===== src/rtl/instruction_fetcher.sv =====
// instruction_fetcher: boots registers 1..7 from ROM, then streams instructions with jump squash and stall skid.
module instruction_fetcher #(
   parameter int WIDTH = 16,
   parameter int ADDR_WIDTH = 8,
   parameter int REGS_CODING = 3,
   parameter int BOOT_LEN = 8,
   parameter logic [WIDTH-1:0] NOP_WORD = 16'h02C2
) (
   input  logic                   clock,
   input  logic                   reset,
   input  logic                   start,
   input  logic                   stall,
   input  logic                   jumpValid,
   input  logic [ADDR_WIDTH-1:0]  jumpTarget,
   output logic [ADDR_WIDTH-1:0]  romAddr,
   input  logic [WIDTH-1:0]       romData,
   output logic [WIDTH-1:0]       instrOut,
   output logic                   instrValid,
   output logic [REGS_CODING-1:0] regChoose,
   output logic [WIDTH-1:0]       regData,
   output logic                   busy
);
   typedef enum logic [1:0] {IDLE, BOOT, FETCH} state_t;
   localparam logic [ADDR_WIDTH-1:0] LAST_BOOT = ADDR_WIDTH'((1 << REGS_CODING) - 1);
   localparam logic [ADDR_WIDTH-1:0] FIRST = ADDR_WIDTH'(BOOT_LEN);
   state_t state, state_n;
   logic [ADDR_WIDTH-1:0] addr_n;
   logic a_vld, a_vld_n, a_boot, a_boot_n;
   logic b_vld, b_boot;
   logic [REGS_CODING-1:0] b_idx;
   logic [WIDTH-1:0] skid, src_data;
   logic skid_full, skid_vld, src_vld;
   logic jump, hold;
   assign busy = state != IDLE;
   // a_* tags the address on romAddr, b_* tags the word now on romData
   always_comb begin
      state_n = state;
      addr_n = romAddr;
      a_vld_n = a_vld;
      a_boot_n = a_boot;
      jump = state == FETCH && !b_boot && jumpValid;
      hold = state == FETCH && !b_boot && stall && !jumpValid;
      src_data = skid_full ? skid : romData;
      src_vld = skid_full ? skid_vld : b_vld;
      case (state)
         IDLE: if (start) begin
            state_n = BOOT;
            addr_n = ADDR_WIDTH'(1);
            a_boot_n = 1'b1;
         end
         BOOT: if (romAddr == LAST_BOOT) begin
            state_n = FETCH;
            addr_n = FIRST;
            a_boot_n = 1'b0;
            a_vld_n = 1'b1;
         end else addr_n = romAddr + 1'b1;
         default: addr_n = jump ? jumpTarget : hold ? romAddr : (&romAddr) ? FIRST : romAddr + 1'b1;
      endcase
   end
   always_ff @(posedge clock) begin
      if (reset) begin
         state <= IDLE;
         romAddr <= '0;
         a_vld <= 1'b0;
         a_boot <= 1'b0;
         b_vld <= 1'b0;
         b_boot <= 1'b0;
         b_idx <= '0;
         skid <= '0;
         skid_full <= 1'b0;
         skid_vld <= 1'b0;
         instrOut <= NOP_WORD;
         instrValid <= 1'b0;
         regChoose <= '0;
         regData <= '0;
      end else begin
         state <= state_n;
         romAddr <= addr_n;
         a_vld <= a_vld_n;
         a_boot <= a_boot_n;
         b_vld <= a_vld && !jump;
         b_boot <= a_boot;
         b_idx <= romAddr[REGS_CODING-1:0];
         if (hold) begin
            // the word landing on the first stall cycle would be lost, so park it
            if (!skid_full) begin
               skid <= romData;
               skid_vld <= b_vld;
               skid_full <= 1'b1;
            end
            regChoose <= '0;
         end else begin
            skid_full <= 1'b0;
            instrOut <= (src_vld && !jump) ? src_data : NOP_WORD;
            instrValid <= src_vld && !jump;
            regChoose <= b_boot ? b_idx : '0;
            if (b_boot) regData <= romData;
         end
      end
   end
endmodule


===== config.mk =====
export PLATFORM = sky130hd
export DESIGN_NAME = instruction_fetcher
export DESIGN_NICKNAME = d
export VERILOG_FILES = /design/src/rtl/instruction_fetcher.sv
export SDC_FILE = /design/constraint.sdc
export NUM_CORES = 1
export LEC_CHECK = 0
export BUFFER_PORTS_ARGS = -buffer_cell sky130_fd_sc_hd__buf_2
export CAP_MARGIN = 10
export CORE_MARGIN = 10
export CORE_UTILIZATION = 51
export CTS_BUF_LIST = sky130_fd_sc_hd__clkbuf_16
export DETAILED_ROUTE_END_ITERATION = 8
export GPL_ROUTABILITY_DRIVEN = 0
export GPL_TIMING_DRIVEN = 0
export PLACE_DENSITY = 0.77
export SLEW_MARGIN = 10
export SYNTH_ARGS = -nofsm -noshare
export SYNTH_HDL_FRONTEND = slang
export SYNTH_SLANG_ARGS = --single-unit

===== constraint.sdc =====
create_clock -name clock -period 2.1 [get_ports clock]
set_input_delay 0.42 -clock clock [delete_from_list [all_inputs] [get_ports clock]]
set_output_delay 0.42 -clock clock [all_outputs]
set_load 0.05 [all_outputs]

==> summary.md, run 1 <==
| Metric | Value |
|---|---|
| Initial Util | 52.93% |
| Total placed instance area | 0.003193 mm^2 |
| Share of the synthesized area in the top cell type | 51.19% |
| Hpwl dp | 5.035 mm |
| Grt ovf | 0 |
| Final instance area | 0.003516 mm^2 |
| Hold slack final | 0.3393 ns |
| Syn avg cell area | 9.777 um^2 |
| Critical path class | reg -> reg |
| DRT iter0 DRCs | 118 |
| CTS sink count | 70 |
| Worst setup SP type | flip-flop |
| Slew HR | 47.79% |
| Hold WC Path Type | in -> reg |
| CTS Buffer Depth | 2 |
| Root buffer cell | clkbuf_16 |
| Max frequency | 491.7 MHz |
| Routed vias/inst | 5.370 |
| Register area share after synthesis | 51.19% |
| Synth top area cells | dfxtp_1, mux2i_1, a22o_1, nor2_1, nand2_1 |
| DR top layer | met4 |
| Crit-path cells | ha_1 -> nor4b_1 -> a311o_1 -> o21a_1 -> or4_1 -> a31oi_1 |
| All-Layer GR Usage | 16.89% |
| Clock Power Share | 48.8% |
| Asr flop ratio synth | 0% |
| DIE HEIGHT | 93.27 um |
| Chip width | 93.27 um |
| Synth unique cells | 40 |
| Net Sw Frac | 24.37% |
| Hold-fix buffers, CTS | 0 |
| Cell count after synthesis | 280 |
| Layout Nets | 393 |
| Setup crit end kind | flip-flop |
| Tcrit/Tclk final | 96.84% |
| Max-cap violations | 0 |
| Total setup buffers inserted after CTS | 0 |
| Internal power | 2.505 mW |
| Leak | 1.504 nW |
| Worst Path Required | 2.34 ns |
| Final Hold Fails | 0 |
| DRC | 0 |
| Warnings from Yosys | 0 |
| Status | completed |
| DR WL met3 | 494 um |
| Max-slew violations | 0 |
| Commonest cells in the netlist | dfxtp_1, mux2i_1, nor2_1 |
| Setup TNS | 0 ns |
| TritonCTS clock tree | yes |
| Clock latency on the worst-skew pair | 0.33 ns |
| Post-Syn Nets | 310 |
| Die area | 0.008698 mm^2 |
| Core area | 0.005172 mm^2 |
| Slowest cell on crit path | or4_1 |
| Top cell type by total area after synthesis | dfxtp_1 |
| Most common cell in the synthesized netlist | dfxtp_1 |
| Max IR drop VDD | 0.0006411 V |
| PD cells | 942.0 mW/mm^2 |
| Clock-pin slew on the worst setup and hold paths | 0.06 ns |
| Post-synth EDFFs | 0 |
| P&R area growth vs syn | 28.43% |
| WL/cell | 16.22 um |
| NetSw | 0.8073 mW |
| DR WL met2 | 3.332 mm |
| Number of global-route vias before repair | 2385 |
| Final min period | 2.034 ns |
| Worst EP arrival | 2.28 ns |
| Seq pwr share | 41.9% |
| H-tree Lvls | 3 |
| CTS buffer count | 9 |
| Logic pwr share | 9.3% |
| Cell row count | 26 |
| #FFs+latches synth | 70 |
| WL final | 7.104 mm |
| First-pass GRT wire length | 11.83 mm |
| Final setup fails | 0 |
| Via count | 2352 |
| Largest net degree at the start of global routing | 14 |
| Initial antenna violation count | 0 |
| Post-synth top flop | dfxtp_1 |
| M1 WL | 3.184 mm |
| Share of layout cells above drive strength 1 | 28.53% |
| Mapped Area | 0.002738 mm^2 |
| Num ports | 74 |
| Max FO, Critical Path | 8 |
| Antenna cells | 0 |
| Layout Skew | 0.006609 ns |
| Post-DRT Antenna Nets | 0 |
| Slew @ Worst Pin | 0.7831 ns |
| Unrepaired setup endpoints after global routing | true |
| Port Buffers | 73 |
| DR pass1 iterations | 5 |
| Slowest stage delay, CP | 0.47 ns |
worst max-delay path, delay by kind of cell, from the launching register on:
| family | cells | cell delay [ns] |
|---|---|---|
| flops | 1 | 0.35 |
| simple gates | 2 | 0.65 |
| fa+ha+maj | 1 | 0.26 |
| compound gates | 3 | 0.69 |
worst paths after layout:
kind | start | slack [ns] | cells past startpoint | to
worst max-delay path | romAddr[0] | 0.07 | 6 | romAddr[4]
worst min-delay path | romData[14] | 0.34 | 2 | skid[14]
worst min register to register | b_idx[1] | 0.42 | 1 | regChoose[1]
worst max register to register | romAddr[0] | 0.07 | 6 | romAddr[4]
metal layers:
layer  vias to the layer above  track usage [%]
li1                       1172                -
met1                      1099            20.85
met2                        70            26.51
met3                        11            4.716
met4                         0            8.098
met5                         -                0
repair_timing:
item | in CTS | in global routing
hold endpoints to repair | 0 | 0
setup endpoints to repair | 0 | 20
resized for setup | 0 | 5
placed cells by master, fill, tap and decap left out, types with 6 or more instances in the layout:
master,synthesis,final
buf_2,5,78
mux2i_1,29,29
o22a_1,6,6
dfxtp_1,70,68
clkbuf_16,0,9
o21ai_0,15,15
nand2_1,20,20
a21oi_1,14,14
a22o_1,17,17
inv_1,7,7
nor2_1,26,25
final cells by class:
| cell class | count | area, um^2 |
|---|---|---|
| fill | 407 | 1657 |
| multi-input combinational | 186 | 1239 |
| clock buffer | 9 | 225.2 |
| inverter | 7 | 26.28 |
| sequential | 70 | 1404 |
| buffer | 16 | 72.57 |
| clock inverter | 7 | 96.34 |
| tap | 70 | 87.58 |
| timing repair buffer | 73 | 365.4 |
stage by stage:
stage | power [mW] | instances | util [%] | worst slack (ns)
after floorplan | 1.622 | 280 | - | 0.02077
after global placement | 1.716 | 423 | 61.73 | 0.1057
after detailed placement | 1.721 | 423 | 61.73 | 0.09080
after CTS | 3.335 | 439 | 67.95 | 0.06948
after global routing | 3.421 | 438 | 67.97 | -0.006095
final | 3.312 | 438 | 67.97 | 0.06634
flip-flops by register name, summed over array words and instances, names as in the netlist:
name / cells
instrOut: 16
regData: 16
skid: 16
romAddr: 8
b_idx: 3
regChoose: 3
state: 2
a_vld: 1
b_boot: 1
b_vld: 1
instrValid: 1
skid_full: 1
skid_vld: 1
kinds of logic after synthesis:
kind of cell             count (synthesis)  share of synthesized area, %
XOR/XNOR                                 3                        0.9600
AND/OR/NAND/NOR                         79                         13.80
adder cells (fa/ha/maj)                  1                        0.4570
flip-flops                              70                         51.19
multiplexers                            33                         12.25
buffers and inverters                   24                         3.656
AO/OA/AOI/OAI                           70                         17.69
power groups by stage:
stage,Sequential (mW),Combinational (mW),Clock (mW)
finish,1.39,0.308,1.62
CTS,1.39,0.309,1.64
floorplan,1.50,0.125,0
detailed placement,1.41,0.306,0
global route,1.39,0.333,1.70
global placement,1.41,0.302,0
No activity file was read; power rests on OpenSTA's default activity.
==> run 2: changes to the inputs <==
- GPL_TIMING_DRIVEN: 0 -> unset
- clock period: 2.1 -> 2 ns (I/O delays scaled with it)
==> summary.md, run 2 (same netlist as run 1, synthesis figures left out) <==
| Metric | Value |
|---|---|
| Fillers | 414 |
| Slew @ Worst Pin | 0.6483 ns |
| Final setup fails | 0 |
| Grt ovf | 0 |
| R2R setup slack | 0.07 ns |
| Setup TNS | 0 ns |
| Critical path class | reg -> reg |
| Max-slew violations | 0 |
| Max IR drop VDD | 0.0005157 V |
| Hpwl dp | 5.133 mm |
| Leak | 1.499 nW |
| Status | completed |
| WL/cell | 16.16 um |
| Die area | 0.008698 mm^2 |
| Clock-pin slew on the worst setup and hold paths | 0.05 ns |
| Max frequency | 518.0 MHz |
| Unrepaired setup endpoints after global routing | false |
| Slew HR | 56.78% |
| Hold slack final | 0.3369 ns |
| DR pass1 iterations | 5 |
| Chip width | 93.27 um |
| Worst setup SP type | flip-flop |
| P&R area growth vs syn | 28.84% |
| WL final | 7.044 mm |
| Tcrit/Tclk final | 96.52% |
| Cell row count | 26 |
| H-tree Lvls | 3 |
| Antenna cells | 0 |
| Worst Hold Depth | 2 |
| Port Buffers | 73 |
| Share of layout cells above drive strength 1 | 30.60% |
| Commonest non-fill, non-tap cell in the layout | buf_2 |
| CTS buffer count | 9 |
| Setup crit end kind | flip-flop |
| Reg2Reg Depth | 6 |
| Final min period | 1.930 ns |
| DRT iter0 DRCs | 98 |
| Initial Util | 52.93% |
| CTS Buffer Depth | 2 |
| First-pass GRT wire length | 11.38 mm |
| Number of global-route vias before repair | 2330 |
| Layout Nets | 391 |
| TritonCTS clock tree | yes |
| Commonest cells after routing, fill and taps aside | buf_2, dfxtp_1, mux2i_1, nor2_1, nand2_1 |
| Max FO, Critical Path | 7 |
| Worst EP arrival | 2.18 ns |
| Routed vias/inst | 5.456 |
| Clock latency on the worst-skew pair | 0.32 ns |
| Layout Skew | 0.004717 ns |
| DRC | 0 |
| PD cells | 902.4 mW/mm^2 |
| DIE HEIGHT | 93.27 um |
| Final Hold Fails | 0 |
| Post-DRT Antenna Nets | 0 |
| Top flop regs | instrOut x16, regData x16, skid x16 |
| Max-cap violations | 0 |
| Num ports | 74 |
| Initial antenna violation count | 0 |
| Hold WC Path Type | in -> reg |
| Largest net degree at the start of global routing | 18 |
| Worst Path Required | 2.25 ns |
| Root buffer cell | clkbuf_16 |
| Via count | 2379 |
| Core area | 0.005172 mm^2 |
| All-Layer GR Usage | 16.28% |
| CTS sink count | 70 |
==> run 2: changes by cell type in the layout (fill, tap and decap cells not counted), moves of 2 or more <==
cell,change
clkbuf_2,-2
clkinv_1,+3
bufinv_16,-2
buf_2,-5
buf_4,+13
buf_1,-4
dfxtp_1,-2
clkbuf_1,-4
==> run 2: report_power, final <==
part | switching [mW] | total, mW | internal [mW]
Sequential | 0.0347 | 1.47 | 1.43
Clock | 0.555 | 1.38 | 0.826
Combinational | 0.217 | 0.337 | 0.120
==> run 2: routing by layer <==
layer / track usage, % / vias up / wire length (um)
met2: 25.70 / 76 / 3343
met5: 0 / - / 0
met1: 18.81 / 1121 / 3009
li1: - / 1172 / -
met4: 7.969 / 0 / 102
met3: 6.395 / 10 / 588
==> run 2: through the flow <==
| step | cells | worst slack, ns | power [mW] | util, % | area, um^2 |
|---|---|---|---|---|---|
| final | 436 | 0.06963 | 3.183 | 68.19 | 3527 |
| after global routing | 436 | 0.01927 | 3.315 | 68.19 | 3527 |
| after CTS | 433 | 0.07674 | 3.197 | 67.15 | 3473 |
| after detailed placement | 417 | 0.1069 | 1.812 | 62.00 | 3207 |
| after global placement | 417 | 0.1514 | 1.803 | 62.00 | 3207 |
| after floorplan | 280 | 0.01095 | 1.704 | - | 2745 |
==> run 2: final cells by class <==
type	count	area (um^2)	share of cell area [%]
Clock buffer	9	225.2	6.385
Clock inverter	7	41.29	1.171
Inverter	7	26.28	0.7449
Multi-Input combinational cell	186	1267	35.93
Sequential cell	70	1409	39.94
Tap cell	70	87.58	2.483
Timing Repair Buffer	87	470.5	13.34
==> run 2: path summary, 6_finish.rpt <==
| kind | from | end |
|---|---|---|
| worst max register to register | romAddr[0] | romAddr[4] |
| worst min-delay path | romData[10] | skid[10] |
| worst min register to register | b_idx[1] | regChoose[1] |
| worst max-delay path | romAddr[0] | romAddr[4] |
==> run 2: critical path, stage by stage (launching register included) <==
cell and delay, ns:
dfxtp_4 0.36, ha_4 0.17, nor4b_4 0.13, a311o_1 0.39
o21a_1 0.14, or4_4 0.50, a31oi_1 0.16
==> run 2: timing repair <==
| action | 4_1_cts | 5_1_grt |
|---|---|---|
| gates resized for setup | 0 | 5 |
| buffers inserted | 0 | 3 |
| hold buffers | 0 | 0 |
| setup endpoints to repair | 0 | 1 |
